## src/rtl/sp_dist_ram_pkg.sv

```systemverilog
// Shared constants, types and address-split helpers for the 256x8
// distributed RAM and its 64x8 banks.
package sp_dist_ram_pkg;

   localparam int DATA_WIDTH      = 8;
   localparam int ADDR_WIDTH      = 8;
   localparam int BANK_ADDR_WIDTH = 6;
   localparam int NUM_BANKS       = 4;
   localparam int BANK_SEL_WIDTH  = ADDR_WIDTH - BANK_ADDR_WIDTH;
   localparam int BANK_DEPTH      = 2 ** BANK_ADDR_WIDTH;

   typedef logic [DATA_WIDTH-1:0]      data_t;
   typedef logic [ADDR_WIDTH-1:0]      addr_t;
   typedef logic [BANK_SEL_WIDTH-1:0]  bank_sel_t;
   typedef logic [BANK_ADDR_WIDTH-1:0] offset_t;

   // Upper address bits pick one of the four banks.
   function automatic bank_sel_t bank_of(input addr_t addr);
      return bank_sel_t'(addr >> BANK_ADDR_WIDTH);
   endfunction

   // Lower address bits address a word inside the selected bank.
   function automatic offset_t offset_of(input addr_t addr);
      return offset_t'(addr);
   endfunction

endpackage : sp_dist_ram_pkg

```

## src/rtl/sp_dist_ram_256x8_async_rd_bank.sv

```systemverilog
// 64x8 LUT RAM bank: synchronous write on rising clk_in, combinational read.
// The array starts at all zeros through its declaration initialiser, so the
// contents are defined from configuration without needing any reset path.
module dist_ram_bank_64x8
   import sp_dist_ram_pkg::*;
(
   input  logic                       clk_in,
   input  logic                       we,
   input  logic [BANK_ADDR_WIDTH-1:0] addr,
   input  logic [DATA_WIDTH-1:0]      din,
   output logic [DATA_WIDTH-1:0]      dout
);

   // Storage array; no reset so the tools keep it in LUT RAM.
   data_t mem_q [BANK_DEPTH] = '{default: '0};

   // Commit the write word at the rising edge when this bank is enabled.
   always_ff @(posedge clk_in) begin
      if (we) begin
         mem_q[addr] <= din;
      end
   end

   // Asynchronous read: a freshly written word shows up right after its edge.
   always_comb begin
      dout = mem_q[addr];
   end

endmodule : dist_ram_bank_64x8

```

## src/rtl/sp_dist_ram_256x8_async_rd.sv

```systemverilog
// 256x8 single-port distributed RAM built from four 64x8 banks.
// The top decodes the bank from address_in[7:6], gates writes and the read
// data with the asynchronous active-low reset, and muxes the bank outputs.
module sp_dist_ram_256x8_async_rd
   import sp_dist_ram_pkg::*;
(
   input  logic                  clk_in,
   input  logic                  rst_n_in,
   input  logic                  write_en,
   input  logic [ADDR_WIDTH-1:0] address_in,
   input  logic [DATA_WIDTH-1:0] data_in,
   output logic [DATA_WIDTH-1:0] data_out
);

   bank_sel_t            bank_sel;
   offset_t              bank_offset;
   logic [NUM_BANKS-1:0] bank_we;
   data_t                bank_dout [NUM_BANKS];
   data_t                mux_dout;
   logic                 write_ok;

   // Split the address into bank select and in-bank offset; writes are only
   // allowed while reset is released, so a reset falling before an edge
   // cancels that edge's write.
   always_comb begin
      bank_sel    = bank_of(address_in);
      bank_offset = offset_of(address_in);
      write_ok    = write_en & rst_n_in;
   end

   genvar gi;
   generate
      for (gi = 0; gi < NUM_BANKS; gi++) begin : g_bank
         // Only the addressed bank sees an active write enable.
         assign bank_we[gi] = write_ok & (bank_sel == bank_sel_t'(gi));

         dist_ram_bank_64x8 u_bank (
            .clk_in (clk_in),
            .we     (bank_we[gi]),
            .addr   (bank_offset),
            .din    (data_in),
            .dout   (bank_dout[gi])
         );
      end
   endgenerate

   // 4:1 read mux, forced to zero combinationally while reset is held low.
   always_comb begin
      mux_dout = bank_dout[bank_sel];
      data_out = rst_n_in ? mux_dout : '0;
   end

endmodule : sp_dist_ram_256x8_async_rd

```

## config.mk

```make
export PLATFORM = sky130hd
export DESIGN_NAME = sp_dist_ram_256x8_async_rd
export DESIGN_NICKNAME = d
export VERILOG_FILES = /design/src/rtl/sp_dist_ram_pkg.sv /design/src/rtl/sp_dist_ram_256x8_async_rd_bank.sv /design/src/rtl/sp_dist_ram_256x8_async_rd.sv
export SDC_FILE = /design/constraint.sdc
export NUM_CORES = 2
export LEC_CHECK = 0
export ABC_AREA = 1
export CAP_MARGIN = 15
export CORE_MARGIN = 1.5
export CORE_UTILIZATION = 50
export DETAILED_ROUTE_END_ITERATION = 10
export PLACE_DENSITY = 0.64
export SYNTH_ARGS = -nofsm -noshare
export SYNTH_HDL_FRONTEND = slang
export SYNTH_SLANG_ARGS = --single-unit
export TNS_END_PERCENT = 50
```

## constraint.sdc

```tcl
create_clock -name clk_in -period 2.8 [get_ports clk_in]
set_input_delay 0.28 -clock clk_in [delete_from_list [all_inputs] [get_ports clk_in]]
set_output_delay 0.28 -clock clk_in [all_outputs]
set_load 0.01 [all_outputs]
```

==> results by group <==
Final layout
  • Fin area: 103000 um2
  • Layout cells sized above 1: 0.148
  • Max reg flops: 2048
  • Top flop regs: g_bank.u_bank.mem_q (2048)
  • Nets: 9216
  • Top reg by flops: g_bank.u_bank.mem_q
  • Area grow syn2layout: 18.2%

Yosys
  • Syn nets: 8705
  • Most frequent cell after synthesis: nand2_1
  • Sequential fraction of the synthesis area: 0.706
  • Synthesized instance count: 8686
  • Avg Synthesized Cell Area: 10.0 um2
  • Distinct cells, synth: 21
  • Yosys warnings: 0
  • Compound-Gate Fraction of Synth Area: 0.00422
  • Adder-cell area share of the yosys netlist: 0
  • Multiplexer share of the synthesized area: 0
  • Ranking of synthesized cells by area: edfxtp_1 (71%), nand2_1 (24%), nor2_1 (1.6%), buf_2 (1.3%), clkbuf_1 (0.67%)
  • Fraction of registers with async set/reset: 0
  • Post-synthesis cell area: 87100 um2
  • Main combinational cell family by area after synthesis: simple AND/OR/NAND/NOR gates
  • Yosys top cell by area: edfxtp_1
  • Flops & latches, synth: 2048
  • Post-synthesis xor/xnor area fraction: 0
  • Commonest register cell after synthesis: edfxtp_1
  • Simple-gate share of the synthesized area: 0.263
  • EDFF count, synth: 2048
  • Commonest cells in the netlist: nand2_1 (5637), edfxtp_1 (2048), nor2_1 (380), buf_2 (231), clkbuf_1 (156)
  • Synth top area share: 0.706

Floorplanning
  • Die ar.: 177000 um2
  • Initial cell density of the core: 0.505
  • Core area: 172000 um2
  • Die Span X: 420 um
  • Die Y: 420 um
  • # rows: 152
  • Number of I/O pins: 27

Global routing
  • Via count of the first global-routing pass: 58800
  • Initial antenna violation count: 1
  • Overflow left after global routing: 0
  • Pin count of the biggest net entering global routing: 80
  • Tot GR Track Use: 0.283
  • First-pass GRT wire length: 371000 um

STA
  • Max Fclk: 339 MHz
  • Final Hold Fails: 0
  • Post-route setup TNS: -0.753 ns
  • Worst Max-Slew Pin Slew: 0.919 ns
  • Relative slew slack: 0.385
  • Final setup vio count: 8
  • Final period utilization: 1.05
  • Period minus WS final: 2.95 ns
  • RSZ-0062 raised after global routing: true
  • Setup ws final: -0.147 ns
  • Fin. max-slew vios: 0

Detailed routing
  • TritonRoute pass-1 iters: 8
  • DR vias/cell: 5.29
  • Avg WL per Cell: 21.4 um
  • DRC violations left: 0
  • Starting DRT DRC Count: 7240
  • DR vias: 61700
  • Final WL: 250000 um
  • DRT antenna net count: 0

Clock tree
  • Total clock sinks: 2048
  • Clock Tree Root: clkbuf_16
  • CTS H-tree lvls: 4
  • Reg clk slew, reported paths: 0.06 ns
  • Clock Path Buffers: 3
  • CTS tree: yes
  • Clock buffer count from CTS: 205

Critical path
  • Arrival time worst endpoint: 2.67 ns
  • WS Path Type: flop to output pin
  • CP startpoint kind: flop
  • Worst path required time: 2.52 ns
  • CP endpoint kind: output pin
  • CP max FO: 1

Outcome
  • Failing checks: negative setup slack
  • Status: finished, violations left

Power
  • Final Total Pwr: 65.4 mW
  • Peak supply drop: 0.000688 V
  • Static Leak: 43.3 nW
  • Power per Cell Area: 635 nW/um2

Place
  • # port buffers: 26
  • GP Congestion: 0.963
  • Placed Area: 95200 um2
  • Post-DP HPWL: 164000 um

Hold path
  • Hold endpoint: g_bank[0].u_bank.mem_q[30][0]
  • Hold Crit Class: input pin to flop
  • Min-delay src: data_in[0]
  • Worst hold path depth: 2

Job
  • Max cap viols: 0
## power by group
| part | total, mW | leakage (nW) | internal (mW) | switching [mW] |
|---|---|---|---|---|
| Clock | 26.8 | 3.13 | 15.3 | 11.5 |
| Sequential | 33.8 | 18.4 | 33.8 | 0.00802 |
| Combinational | 4.83 | 21.8 | 1.43 | 3.40 |
## cells by family (layout without fill, tap and decap cells)
kind of cell,count (synthesis),after routing
AND/OR/NAND/NOR,6070,6070
flip-flops,2048,2048
buffers and inverters,508,1177
AO/OA/AOI/OAI,60,60
other,0,2
## through the flow
| stage | std cells | util | hold slack, ns | setup WS [ns] |
|---|---|---|---|---|
| after floorplan | 8686 | - | 0.379 | 0.547 |
| after global placement | 11300 | 0.553 | 0.737 | -0.984 |
| after detailed placement | 11300 | 0.553 | 0.746 | -0.962 |
| after CTS | 11700 | 0.595 | 0.440 | -0.183 |
| after global routing | 11700 | 0.598 | 0.469 | -0.250 |
| final | 11700 | 0.598 | 0.473 | -0.147 |
## critical path: stages (launching register included)
cell	delay, ns
edfxtp_1	0.35
or2_2	0.28
nand3_1	0.07
nand2_1	0.06
o21ai_2	0.19
nand2_2	0.14
nor2_4	0.15
nand2_1	0.06
nand2_1	0.07
nand2_2	0.12
nor2_4	0.15
nor2_1	0.05
buf_2	0.14
## routing by layer
metal | vias up | track usage | wire length, um
li1 | 29000 | - | -
met1 | 29700 | 0.390 | 102000
met2 | 2466 | 0.450 | 117000
met3 | 483 | 0.0445 | 20300
met4 | 2 | 0.118 | 10500
met5 | - | 0 | 8
## cell usage in the layout (no fill, tap or decap), drive strengths merged
cell | netlist | final
clkinv | 1 | 78
nor2 | 383 | 383
inv | 59 | 64
nand2 | 5637 | 5637
bufinv | 0 | 20
dlygate4sd3 | 0 | 8
or2 | 22 | 22
diode | 0 | 2
nand3 | 20 | 20
buf | 291 | 735
clkbuf | 157 | 253
dlygate4sd2 | 0 | 1
clkinvlp | 0 | 12
o211ai | 27 | 27
edfxtp | 2048 | 2048
clkdlybuf4s50 | 0 | 6
nor3 | 8 | 8
o21ai | 33 | 33
## how the worst max path moves through the flow
stage,slack (ns),to,cells past startpoint,from
floorplan,0.55,g_bank[2].u_bank.mem_q[61][0],8,address_in[1]
global placement,-0.98,data_out[5],20,address_in[0]
detailed placement,-0.96,data_out[5],20,address_in[0]
CTS,-0.18,data_out[6],12,g_bank[1].u_bank.mem_q[10][6]
global route,-0.25,data_out[5],15,g_bank[0].u_bank.mem_q[17][5]
finish,-0.15,data_out[6],12,g_bank[1].u_bank.mem_q[32][6]
## repair_timing
action	in CTS	in global routing
endpoints found under the setup margin	8	8
hold endpoints to repair	399	0
gates resized for setup	324	120
hold buffers	8	0
cloned	0	2
setup buffers	0	5
pin swaps	74	47
## layout make-up
| cell class | instances | area, um2 |
|---|---|---|
| Sequential cell | 2048 | 61500 |
| Clock buffer | 251 | 5320 |
| Timing Repair Buffer | 752 | 7300 |
| Fill cell | 14100 | 69300 |
| Antenna cell | 2 | 5.00 |
| Clock inverter | 114 | 1130 |
| Multi-Input combinational cell | 6130 | 24600 |
| Tap cell | 2310 | 2890 |
| Inverter | 60 | 256 |
Note: power is estimated with default switching activity, not from simulation.
